===== src/rtl/gb_cpu_fetch_unit.sv =====
// Game Boy CPU fetch unit: owns the PC, fetches opcode bytes, tracks the CB prefix
// and turns pending interrupts into ISR commands for the decoder.
module gb_cpu_fetch_unit #(
  parameter logic [15:0] RESET_PC = 16'h0000
) (
  input  logic        clk,
  input  logic        reset,
  output logic        mem_rd,
  output logic [15:0] mem_addr,
  input  logic [7:0]  mem_rdata,
  input  logic        fetch_req,
  input  logic        cb_next,
  input  logic        pc_load,
  input  logic [15:0] pc_load_value,
  input  logic        halt_req,
  input  logic        ime,
  input  logic [4:0]  int_enable,
  input  logic [4:0]  int_flag,
  output logic [7:0]  opcode,
  output logic        cb_prefix,
  output logic        isr_cmd,
  output logic        instr_valid,
  output logic [15:0] isr_vector,
  output logic [4:0]  int_ack,
  output logic [15:0] pc,
  output logic        halted
);

  typedef enum logic [1:0] {FETCH, WAIT, IDLE, HALT} state_t;

  state_t      state, state_nxt;
  logic        pending_cb;
  logic        take_isr, set_cb, clr_cb;
  logic [4:0]  int_pend;
  logic        int_any;
  logic [2:0]  int_k;

  // Lowest set bit wins: VBlank has the highest interrupt priority.
  function automatic logic [2:0] lowest_bit(input logic [4:0] v);
    logic [2:0] idx;
    idx = 3'd0;
    for (int i = 4; i >= 0; i--) begin
      if (v[i]) idx = 3'(i);
    end
    return idx;
  endfunction

  assign int_pend = int_enable & int_flag;
  assign int_any  = |int_pend;
  assign int_k    = lowest_bit(int_pend);

  assign mem_rd   = (state == FETCH) && !reset;
  assign mem_addr = mem_rd ? pc : 16'h0000;
  assign halted   = (state == HALT);

  always_comb begin
    state_nxt = state;
    take_isr  = 1'b0;
    set_cb    = 1'b0;
    clr_cb    = 1'b0;
    case (state)
      FETCH: state_nxt = WAIT;
      WAIT:  state_nxt = IDLE;
      IDLE: begin
        if (fetch_req) begin
          if (halt_req) begin
            state_nxt = HALT;
            clr_cb    = 1'b1;
          end else if (cb_next) begin
            // Prefix and suffix are never split by an interrupt.
            state_nxt = FETCH;
            set_cb    = 1'b1;
          end else if (ime && int_any) begin
            take_isr  = 1'b1;
            clr_cb    = 1'b1;
          end else begin
            state_nxt = FETCH;
            clr_cb    = 1'b1;
          end
        end
      end
      HALT: begin
        if (int_any) begin
          clr_cb = 1'b1;
          if (ime) begin
            take_isr  = 1'b1;
            state_nxt = IDLE;
          end else begin
            state_nxt = FETCH;
          end
        end
      end
      default: state_nxt = FETCH;
    endcase
  end

  always_ff @(posedge clk or posedge reset) begin
    if (reset) begin
      state       <= FETCH;
      pc          <= RESET_PC;
      pending_cb  <= 1'b0;
      opcode      <= 8'h00;
      cb_prefix   <= 1'b0;
      isr_cmd     <= 1'b0;
      instr_valid <= 1'b0;
      isr_vector  <= 16'h0000;
      int_ack     <= 5'h00;
    end else begin
      state       <= state_nxt;
      instr_valid <= 1'b0;
      int_ack     <= 5'h00;

      if (pc_load)
        pc <= pc_load_value;
      else if (state == FETCH)
        pc <= pc + 16'h0001;

      if (set_cb)
        pending_cb <= 1'b1;
      else if (clr_cb)
        pending_cb <= 1'b0;

      if (state == WAIT) begin
        opcode      <= mem_rdata;
        cb_prefix   <= pending_cb;
        isr_cmd     <= 1'b0;
        instr_valid <= 1'b1;
      end

      if (take_isr) begin
        opcode      <= 8'h00;
        cb_prefix   <= 1'b0;
        isr_cmd     <= 1'b1;
        instr_valid <= 1'b1;
        isr_vector  <= 16'h0040 + {10'b0, int_k, 3'b000};
        int_ack     <= 5'(5'b00001 << int_k);
      end
    end
  end

endmodule


===== config.mk =====
export PLATFORM = sky130hd
export DESIGN_NAME = gb_cpu_fetch_unit
export DESIGN_NICKNAME = d
export VERILOG_FILES = /design/src/rtl/gb_cpu_fetch_unit.sv
export SDC_FILE = /design/constraint.sdc
export NUM_CORES = 1
export LEC_CHECK = 0
export ABC_CLOCK_PERIOD_IN_PS = 1900
export CAP_MARGIN = 20
export CORE_MARGIN = 3
export CORE_UTILIZATION = 30
export CTS_BUF_LIST = sky130_fd_sc_hd__clkbuf_4 sky130_fd_sc_hd__clkbuf_8
export DETAILED_ROUTE_END_ITERATION = 10
export GPL_ROUTABILITY_DRIVEN = 0
export PLACE_DENSITY_LB_ADDON = 0.08
export SETUP_SLACK_MARGIN = 0.1
export SLEW_MARGIN = 20
export SYNTH_ARGS = -nofsm -noshare
export SYNTH_HDL_FRONTEND = slang
export SYNTH_SLANG_ARGS = --single-unit

===== constraint.sdc =====
create_clock -name clk -period 1.9 [get_ports clk]
set_input_delay 0.38 -clock clk [delete_from_list [all_inputs] [get_ports clk]]
set_output_delay 0.38 -clock clk [all_outputs]
set_load 0.02 [all_outputs]

==> results of run 1 <==
area by class of cell:
type / instances / area [sq um]
repair buffers: 125 / 1170
multi-input cells: 177 / 1100
fillers: 674 / 3350
flip-flops and latches: 39 / 976
inverters: 8 / 30.0
well taps: 96 / 120
clock buffers: 6 / 82.6
clock inverters: 2 / 35.0
where the power goes:
part,internal (W),total (W),switching (W)
Sequential,0.00104,0.00121,0.000174
Clock,0.000425,0.000732,0.000307
Combinational,0.000816,0.00167,0.000851
Total,0.00228,0.00361,0.00133
registers in the layout (all words and copies together) (netlist names):
register / count
pc: 16
opcode: 8
int_ack: 5
isr_vector: 4
state: 2
cb_prefix: 1
instr_valid: 1
isr_cmd: 1
pending_cb: 1
how the worst min path moves through the flow:
stage               cells after the start     startpoint             to  slack (ns)
finish                                  3          reset         pc[13]        0.30
global route                            3          reset         pc[13]        0.32
CTS                                     3          reset         pc[13]        0.30
detailed placement                      1  isr_vector[6]  isr_vector[6]        0.45
global placement                        1  isr_vector[6]  isr_vector[6]        0.45
floorplan                               2     pending_cb      cb_prefix        0.48
repair_timing:
action | in CTS | in global routing
setup endpoints to repair | 21 | 29
setup buffers | 1 | 0
pin swaps | 1 | 2
gates cloned | 1 | 0
gates resized for setup | 88 | 21
metrics by stage:
step                      hold WS, ns  instance area [sq um]  worst slack (ns)  TNS [ns]
final                           0.300                   3520             0.107         0
after global routing            0.317                   3520            0.0234         0
after CTS                       0.304                   3450            0.0741         0
after detailed placement        0.455                   3360            -0.381     -5.99
after global placement          0.453                   3360            -0.331     -5.53
after floorplan                 0.478                   2200             0.169         0
cell families after synthesis:
kind of cell	share of synthesized area (%)
and+or+nand+nor	27.6
AOI/OAI and AO/OA	11.0
DFF	45.3
buffers and inverters	8.07
xor gates and xnor gates	5.28
muxes	1.97
adders and majority gates	0.581
other	0.174
tightest hold or removal path, delay by kind of cell:
kind,cells,cell delay [ns]
buffers and inverters,3,0.58
per-layer routing:
layer	track usage (%)	up-vias	wire length, um
met2	24.6	73	2750
met1	17.6	917	2470
met5	0	-	0
li1	-	1013	-
met4	3.44	0	25
met3	5.75	2	532
cell usage in the layout, fill, tap and decap left out, drive strengths merged, types with 3 or more instances in the layout:
cell,synthesis,routed
and2,16,16
buf,19,48
clkbuf,4,7
clkdlybuf4s50,0,65
conb,1,12
dfrtp,39,39
dlygate4sd2,0,4
dlymetal6s2s,0,7
inv,8,7
nand2,45,45
nand2b,3,3
nand3,4,4
nand4,5,5
nor2,7,7
nor2b,3,3
nor3,7,7
nor4,8,8
o21ai,25,25
o22ai,3,3
or2,3,3
xnor2,9,9
xor2,4,4
==> out/summary.md, run 1 <==
• finished, final reports clean — run status
• 14.7% — total routing usage reported by global routing
• 0.00687 sq mm — area of the core
• 0 — DRC Markers
• in -> async — worst min-delay path category
• dfrtp_1 — critical-path cell with the highest stage delay
• buf_6 — most frequent cell on the critical path
• 0 — endpoints failing setup
• 30 — site row count
• 40 — pin count of the biggest net entering global routing
• true — setup repair after global routing missed its margin
• 51.2% — post-layout util
• 0 — number of flops mapped to enable cells by yosys
• 4410 um — post-DP HPWL
• 94 — number of buffers inserted by port buffering
• mem_addr[12] — end of the critical path
• 0 — hold buffer count at cts
• 45.3% — sequential area share after synthesis
• 1030 mW/mm^2 — power density relative to cell area
• dfrtp_1 — primary flip-flop cell chosen by synthesis mapping
• 0.22 ns — Register-to-Register Setup Slack
• 94.4% — portion of the clock cycle consumed by the worst path in the final layout
• 0 — initial antenna violation count
• reg -> out — kind of critical path
• dfrtp_1 45%, nand2_1 7.8%, and2_1 4.6% — Synth area leaders
• 0.00361 W — Final Power
• output port — endpoint kind of the worst setup timing path
• 0.08 ns — Reg clk slew, reported paths
• 2 — H-tree depth
• 0.29 ns — clock insertion delay at the later pin of the skew report
• 5780 um — routed wire length
• 1.52 ns — data required time of the critical path
• nand2_1 — most frequent cell after synthesis
• 5 — logic depth of the worst path, buffers included
• 31.4% — initial core utilization
• 443 — dpl cells
• 2005 — via total after detailed routing
• 6 — number of cells traversed by the worst register-to-register path
• built — TritonCTS clock tree
• 0 — Final Hold Violating Endpoints
• flip-flops — crit-path leading delay family
• flop — crit path launch type
• 1.79 ns — Final min period
• 2 — Clock Path Buffers
• 44 — number of different library cells in the post-synthesis netlist
• 63.2% — area delta synth->final
• 4 — detailed-router iteration count before antenna repair
• 22.1% — fraction of final layout cells sized beyond drive strength 1
• 558 MHz — Fmax achieved
• 453 — count of non-filler cells in the finished layout
• 398 — final net count
• 0.516 mV — Worst IR Drop VDD
• 1.41 ns — data arrival at the endpoint of the critical path
• 0 — count of warnings emitted by yosys
• 0.00586 ns — setup clock skew after layout
• 0.42 ns — CP peak stage delay
• 90.7 um — Die Y-Extent
• 5 — number of buffers created by CTS
• 45 x nand2_1, 39 x dfrtp_1, 16 x and2_1, 15 x o21ai_0, 12 x buf_4 — most common library cells after synthesis
• 100% — Async S/R FF share, synth
• 12.8 um — final routed wire length divided by cell count
• 0 — Final Slew Violations
• dfrtp_1 — biggest area consumer among synthesized cells
• state[1] — start of the worst register-to-register path
• 3 — crit path buf inv count
• 60 — iteration-0 DRC count of the detailed router
• 236 — gate count after technology mapping
• 0 — grt ovf
• 2100 — number of global-route vias before repair
• 107 — number of top-level design ports
• nor3_4 -> buf_4 -> buf_6 -> and2_4 -> buf_6 — worst path cell trace
• 90.7 um — die width
• 0 — max-cap viol count
• 39 — post-synthesis sequential element count
• 4.43 — vias per cell
• 0 — number of nets still failing antenna checks after routing
• 39 — Num Clock Sinks
• 1.61 nW — leakage component of the power
• 0 — number of antenna cells inserted
• 0.00823 sq mm — die footprint
• 0.00215 sq mm — netlist area before placement
• state[1] — start point of the critical path
• 9.13 sq um — per-instance average area after synthesis
• clkbuf_8 — clock tree root driver cell
• 6 — crit path max fanout
• 45.3% — proportion of netlist area held by the largest area contributor
• pc[5] — Critical R2R Capture
• 9940 um — wire length of the first global-routing pass
(Power assumes the default switching activity.)
==> run 2: changes to the inputs <==
--- a/config.mk
+++ b/config.mk
@@ -12,7 +12,7 @@
 export CTS_BUF_LIST = sky130_fd_sc_hd__clkbuf_4 sky130_fd_sc_hd__clkbuf_8
 export DETAILED_ROUTE_END_ITERATION = 10
 export GPL_ROUTABILITY_DRIVEN = 0
-export PLACE_DENSITY_LB_ADDON = 0.08
+export RECOVER_POWER = 25
 export SETUP_SLACK_MARGIN = 0.1
 export SLEW_MARGIN = 20
 export SYNTH_ARGS = -nofsm -noshare
==> out/summary.md, run 2 (synthesis results as in run 1) <==
• 4.50% — met3 track demand over resource in global routing, -1.3 points
• 1010 mW/mm^2 — power density relative to cell area, -1.9%
• 1.52 nW — leakage component of the power, -5.7%
• 0 — endpoints failing setup, unchanged
• 4 — detailed-router iteration count before antenna repair, unchanged
• 4.52 — vias per cell, +2.2%
• 20.5% — fraction of final layout cells sized beyond drive strength 1, -1.7 points
• flop — crit path launch type
• 0.00346 sq mm — finished layout cell area, -1.7%
• 4420 um — post-DP HPWL, +0.35%
• output port — endpoint kind of the worst setup timing path
• 0.29 ns — clock insertion delay at the later pin of the skew report, about the same
• 0.139 ns — post-route setup slack, +0.0320 ns
• 90.7 um — Die Y-Extent, unchanged
• 34.7% — sequential fraction of design power, +1.2 points
• 0.480 ns — worst-case hold slack, +0.180 ns
• clkbuf_8 — clock tree root driver cell
• 0.00823 sq mm — die footprint, unchanged
• 0 — Final Hold Violating Endpoints, unchanged
• 17.4% — fraction of met1 tracks used by global routing, -0.29 points
• 2 — Clock Path Buffers, unchanged
• 5 — number of buffers created by CTS, unchanged
• built — TritonCTS clock tree
• 16 — max FFs per register, unchanged
• 60.5% — area delta synth->final
• 568 MHz — Fmax achieved, +1.8%
• 47.3% — share of power burned in combinational logic, +1.1 points
• buffers and inverters — crit-path leading delay family
• 1.00 ns — transition time of the tightest slew-check pin
• 0.00687 sq mm — area of the core, unchanged
• 0 — DRC Markers, unchanged
• 0.00132 W — net switching power, -0.97%
• 0 — setup fix buffers added after clock tree synthesis, -1
• 39 — Num Clock Sinks, unchanged
• 67 x clkdlybuf4s50_1, 45 x nand2_1, 39 x dfrtp_1 — commonest non-fill, non-tap cells in the layout
• state[1] — start of the worst register-to-register path
• 0.00331 sq mm — Cell Area, Placed, -1.3%
• clkdlybuf4s50_1 — worst path cell trace
• 2 — H-tree depth, unchanged
• 25.3% — met2 usage in global routing, +0.68 points
• 30 — site row count, unchanged
• met2 — peak-usage layer in the global routing report
• 393 — final net count, -1.3%
• 48 — iteration-0 DRC count of the detailed router, -20%
• 1.38 ns — data arrival at the endpoint of the critical path, -0.03 ns
• 9850 um — wire length of the first global-routing pass, -0.97%
• 0.64 ns — CP peak stage delay, +0.22 ns
• 33.2% — Worst slew margin
• 94 — number of buffers inserted by port buffering, unchanged
• 0.17 ns — Register-to-Register Setup Slack, -0.05 ns
• 2085 — number of global-route vias before repair, -0.71%
• pc[7] — start point of the critical path
• 40 — pin count of the biggest net entering global routing, unchanged
• 6 — number of cells traversed by the worst register-to-register path, unchanged
• 18.0% — clock share of power, -2.3 points
• 1 — logic depth of the worst path, buffers included, -4
• 1.76 ns — Final min period, -0.0320 ns
• 0.08 ns — Reg clk slew, reported paths, about the same
• 0.379 mV — Worst IR Drop VDD, -27%
• 92.7% — portion of the clock cycle consumed by the worst path in the final layout, -1.7 points
• 2026 — via total after detailed routing, +1.0%
• 31.4% — initial core utilization, unchanged
• 0 — grt ovf, unchanged
• true — setup repair after global routing missed its margin
• clkdlybuf4s50_1 — critical-path cell with the highest stage delay
• 0.00348 W — Final Power, -3.6%
• finished, final reports clean — run status
• 1.52 ns — data required time of the critical path, about the same
• pc[5] — Critical R2R Capture
• 5 — crit path max fanout, -1
• reg -> reg — worst min-delay path category
• pc[7] — end of the critical path
• pc: 16 flops, opcode: 8 flops, int_ack: 5 flops — registers with the most flip-flops
• 0 — number of nets still failing antenna checks after routing, unchanged
• 0 — hold buffer count at cts, unchanged
• 90.7 um — die width, unchanged
• 0 — initial antenna violation count, unchanged
• 13.0 um — final routed wire length divided by cell count, +1.8%
• 107 — number of top-level design ports, unchanged
• 0 ns — final sum of negative setup slack, unchanged
• 1 — crit path buf inv count, -2
• 0 — number of antenna cells inserted, unchanged
• 14.5% — total routing usage reported by global routing, -0.17 points
• reg -> out — kind of critical path
• 0.00216 W — cell internal power dissipation, -5.1%
• 37.9% — switching fraction of total power, +0.99 points
• pc — top register by number of flip-flops
• 0 — max-cap viol count, unchanged
• clkdlybuf4s50_1 — commonest non-fill, non-tap cell in the layout
• 0.0103 ns — setup clock skew after layout, +0.00444 ns
• -0.357 ns — post-placement worst setup slack, +0.0243 ns
• 0 — Final Slew Violations, unchanged
• 5820 um — routed wire length, +0.64%
-- run 2: how the worst min path moves through the flow --
stage | slack (ns) | from | endpoint | depth (start not counted)
after global routing | 0.50 | isr_cmd | isr_cmd | 1
after floorplan | 0.48 | pending_cb | cb_prefix | 2
final | 0.48 | isr_cmd | isr_cmd | 1
after detailed placement | 0.46 | isr_vector[6] | isr_vector[6] | 1
after global placement | 0.46 | isr_vector[6] | isr_vector[6] | 1
after CTS | 0.32 | reset | pc[13] | 3
-- run 2: through the flow --
stage	cells	utilization, %
6_report	448	50.3
3_5_place_dp	439	48.2
3_3_place_gp	439	48.2
4_1_cts	448	48.8
5_1_grt	448	50.3
2_1_floorplan	247	-
-- run 2: layout make-up --
class,count,area [sq um]
tap,96,120
clock buffer,7,96.3
timing repair buffer,120,1150
clock inverter,1,7.51
fill,688,3410
inverter,8,30.0
sequential,39,976
multi-input combinational,177,1080
-- run 2: what timing repair did --
item / CTS / global route
pin swaps: 1 / 1
gates cloned: 1 / 0
gates resized for setup: 81 / 41
setup endpoints to repair: 25 / 26
-- run 2: per-layer routing --
layer	wire, um	share of wire (%)	up-vias
li1	-	-	1004
met1	2580	44	940
met2	2790	48	76
met3	385	6.6	6
met4	57	0.98	0
met5	0	0	-
-- run 2: power groups by stage --
| stage | sequential (W) | combinational (W) | clock, W |
|---|---|---|---|
| floorplan | 0.00140 | 0.000685 | 0 |
| global placement | 0.00122 | 0.00164 | 0 |
| detailed placement | 0.00122 | 0.00166 | 0 |
| CTS | 0.00121 | 0.00161 | 0.000657 |
| finish | 0.00121 | 0.00165 | 0.000626 |
| global route | 0.00124 | 0.00179 | 0.000688 |
==> run 3: changes to the inputs <==
--- a/config.mk
+++ b/config.mk
@@ -5,13 +5,14 @@
 export SDC_FILE = /design/constraint.sdc
 export NUM_CORES = 1
 export LEC_CHECK = 0
-export ABC_CLOCK_PERIOD_IN_PS = 1900
+export ABC_CLOCK_PERIOD_IN_PS = 1480
 export CAP_MARGIN = 20
 export CORE_MARGIN = 3
 export CORE_UTILIZATION = 30
 export CTS_BUF_LIST = sky130_fd_sc_hd__clkbuf_4 sky130_fd_sc_hd__clkbuf_8
 export DETAILED_ROUTE_END_ITERATION = 10
 export GPL_ROUTABILITY_DRIVEN = 0
+export PLACE_DENSITY = 0.65
 export RECOVER_POWER = 25
 export SETUP_SLACK_MARGIN = 0.1
 export SLEW_MARGIN = 20
==> constraint.sdc (replaced) <==
create_clock -name clk -period 1.48 [get_ports clk]
set_input_delay 0.296 -clock clk [delete_from_list [all_inputs] [get_ports clk]]
set_output_delay 0.296 -clock clk [all_outputs]
set_load 0.02 [all_outputs]
==> out/summary.md, run 3 (synthesis results as in run 1) <==
• 0.29 ns — clock insertion delay at the later pin of the skew report, about the same
• in -> async — worst min-delay path category
• 90.7 um — die width, unchanged
• pc[10] — Critical R2R Capture
• 2 — Clock Path Buffers, unchanged
• 450 — dpl cells, +2.5%
• clkbuf_8 — clock tree root driver cell
• negative setup slack — violations in the final reports
• 0.342 ns — worst-case hold slack, -0.137 ns
• 27.9% — Worst slew margin, -5.3 points
• 4 — detailed-router iteration count before antenna repair, unchanged
• 0 — max-cap viol count, unchanged
• nand2_1 — commonest non-fill, non-tap cell in the layout
• true — setup repair after global routing missed its margin
• 0.00491 W — Final Power, +41%
• pc: 16 flops, opcode: 8 flops, int_ack: 5 flops — registers with the most flip-flops
• nor3_4 -> buf_6 -> buf_16 -> and2_4 -> buf_6 — worst path cell trace
• 3 — crit path buf inv count, +2
• 6 — number of cells traversed by the worst register-to-register path, unchanged
• 469 — count of non-filler cells in the finished layout, +4.7%
• 78.8% — area delta synth->final
• 44 x nand2_1, 34 x buf_4, 32 x clkdlybuf4s50_1 — commonest non-fill, non-tap cells in the layout
• 0 — number of antenna cells inserted, unchanged
• 39 — Num Clock Sinks, unchanged
• 2 — H-tree depth, unchanged
• 0.00575 ns — setup clock skew after layout, -0.00455 ns
• 15.0% — total routing usage reported by global routing, +0.46 points
• built — TritonCTS clock tree
• reg -> out — kind of critical path
• 114% — portion of the clock cycle consumed by the worst path in the final layout
• 0 — number of nets still failing antenna checks after routing, unchanged
• 6220 um — routed wire length, +7.0%
• -0.745 ns — post-placement worst setup slack, -0.389 ns
• 0 — Final Slew Violations, unchanged
• 0 — grt ovf, unchanged
• 39.4% — fraction of final layout cells sized beyond drive strength 1, +19 points
• 0.00823 sq mm — die footprint, unchanged
• 1.08 ns — transition time of the tightest slew-check pin, +0.0791 ns
• met2 — peak-usage layer in the global routing report
• flop — crit path launch type
• 0 — Final Hold Violating Endpoints, unchanged
• 4.00% — met3 track demand over resource in global routing, -0.50 points
• buf_6 — most frequent cell on the critical path
• dfrtp_1 — critical-path cell with the highest stage delay
• 25.6% — met2 usage in global routing, +0.31 points
• 1.40 ns — data arrival at the endpoint of the critical path, +0.02 ns
• 1.79 nW — leakage component of the power, +18%
• 8 — crit path max fanout, +3
• pc — top register by number of flip-flops
• 2081 — number of global-route vias before repair, -0.19%
• 16 — max FFs per register, unchanged
• 90.7 um — Die Y-Extent, unchanged
• 414 — final net count, +5.3%
• -0.213 ns — post-route setup slack, -0.352 ns
• 0 — initial antenna violation count, unchanged
• 0.42 ns — CP peak stage delay, -0.22 ns
• state[1] — start of the worst register-to-register path
• 21 — pin count of the biggest net entering global routing, -48%
• 47 — iteration-0 DRC count of the detailed router, -2.1%
• 638 — fill cell total of the finished layout, -7.3%
• flip-flops — crit-path leading delay family
• 30 — site row count, unchanged
• 94 — number of buffers inserted by port buffering, unchanged
• -0.16 ns — Register-to-Register Setup Slack, -0.33 ns
• 0.00687 sq mm — area of the core, unchanged
• -4.33 ns — final sum of negative setup slack, -4.33 ns
• 0.665 mV — Worst IR Drop VDD, +75%
• 1.18 ns — data required time of the critical path, -0.34 ns
• 13.3 um — final routed wire length divided by cell count, +2.2%
• 4.58 — vias per cell, +1.2%
• 2146 — via total after detailed routing, +5.9%
• 4580 um — post-DP HPWL, +3.5%
• 31.4% — initial core utilization, unchanged
• 107 — number of top-level design ports, unchanged
• 591 MHz — Fmax achieved
• 1270 mW/mm^2 — power density relative to cell area, +26%
• 27 — endpoints failing setup, +27
• 5 — number of buffers created by CTS, unchanged
• 0 — DRC Markers, unchanged
• 1.69 ns — Final min period
• finished with violations — run status
• output port — endpoint kind of the worst setup timing path
• 18.8% — fraction of met1 tracks used by global routing, +1.4 points
• 10000 um — wire length of the first global-routing pass, +1.9%
• 0.08 ns — Reg clk slew, reported paths, about the same
## run 3: report_power, final
group	internal (W)	total, W	switching (W)
Clock	0.000424	0.000808	0.000383
Sequential	0.00134	0.00157	0.000229
Combinational	0.00125	0.00253	0.00128
Total	0.00301	0.00491	0.00189
## run 3: final cells by class
cell class / instances / area [sq um] / share of cell area [%]
Sequential cell: 39 / 990 / 25.7
Timing Repair Buffer: 141 / 1320 / 34.1
Tap cell: 96 / 120 / 3.12
Clock inverter: 1 / 7.51 / 0.195
Inverter: 8 / 30.0 / 0.779
Multi-Input combinational cell: 177 / 1290 / 33.6
Clock buffer: 7 / 96.3 / 2.50
## run 3: stage by stage
stage,instance area (sq um),utilization [%]
global route,3850,56.1
global placement,3500,51.0
finish,3850,56.1
floorplan,2330,-
detailed placement,3500,51.0
CTS,3750,54.6
## run 3: worst max path at each step
stage | start | to | slack [ns] | cells past startpoint
final | state[1] | mem_addr[5] | -0.21 | 5
after global routing | state[1] | mem_addr[14] | -0.29 | 5
after CTS | state[0] | mem_addr[7] | -0.24 | 5
after detailed placement | reset | mem_addr[7] | -0.75 | 5
after global placement | reset | mem_addr[11] | -0.74 | 5
after floorplan | state[1] | mem_addr[10] | 0.06 | 4
## run 3: tightest hold or removal path, stage by stage
cell and delay (ns):
dlygate4sd2_1 0.28, inv_1 0.08, clkbuf_2 0.44
## run 3: metal layers
metal / wire (um) / vias to the layer above
li1: - / 1056
met1: 2650 / 1014
met2: 3140 / 72
met3: 388 / 4
met4: 46 / 0
met5: 0 / -
## run 3: what timing repair did
| action | CTS | global route |
|---|---|---|
| pin swaps | 9 | 3 |
| setup endpoints to repair | 83 | 56 |
| cloned | 1 | 1 |
| gates resized for setup | 187 | 37 |
| hold buffers | 0 | 0 |
| buffers inserted | 4 | 6 |
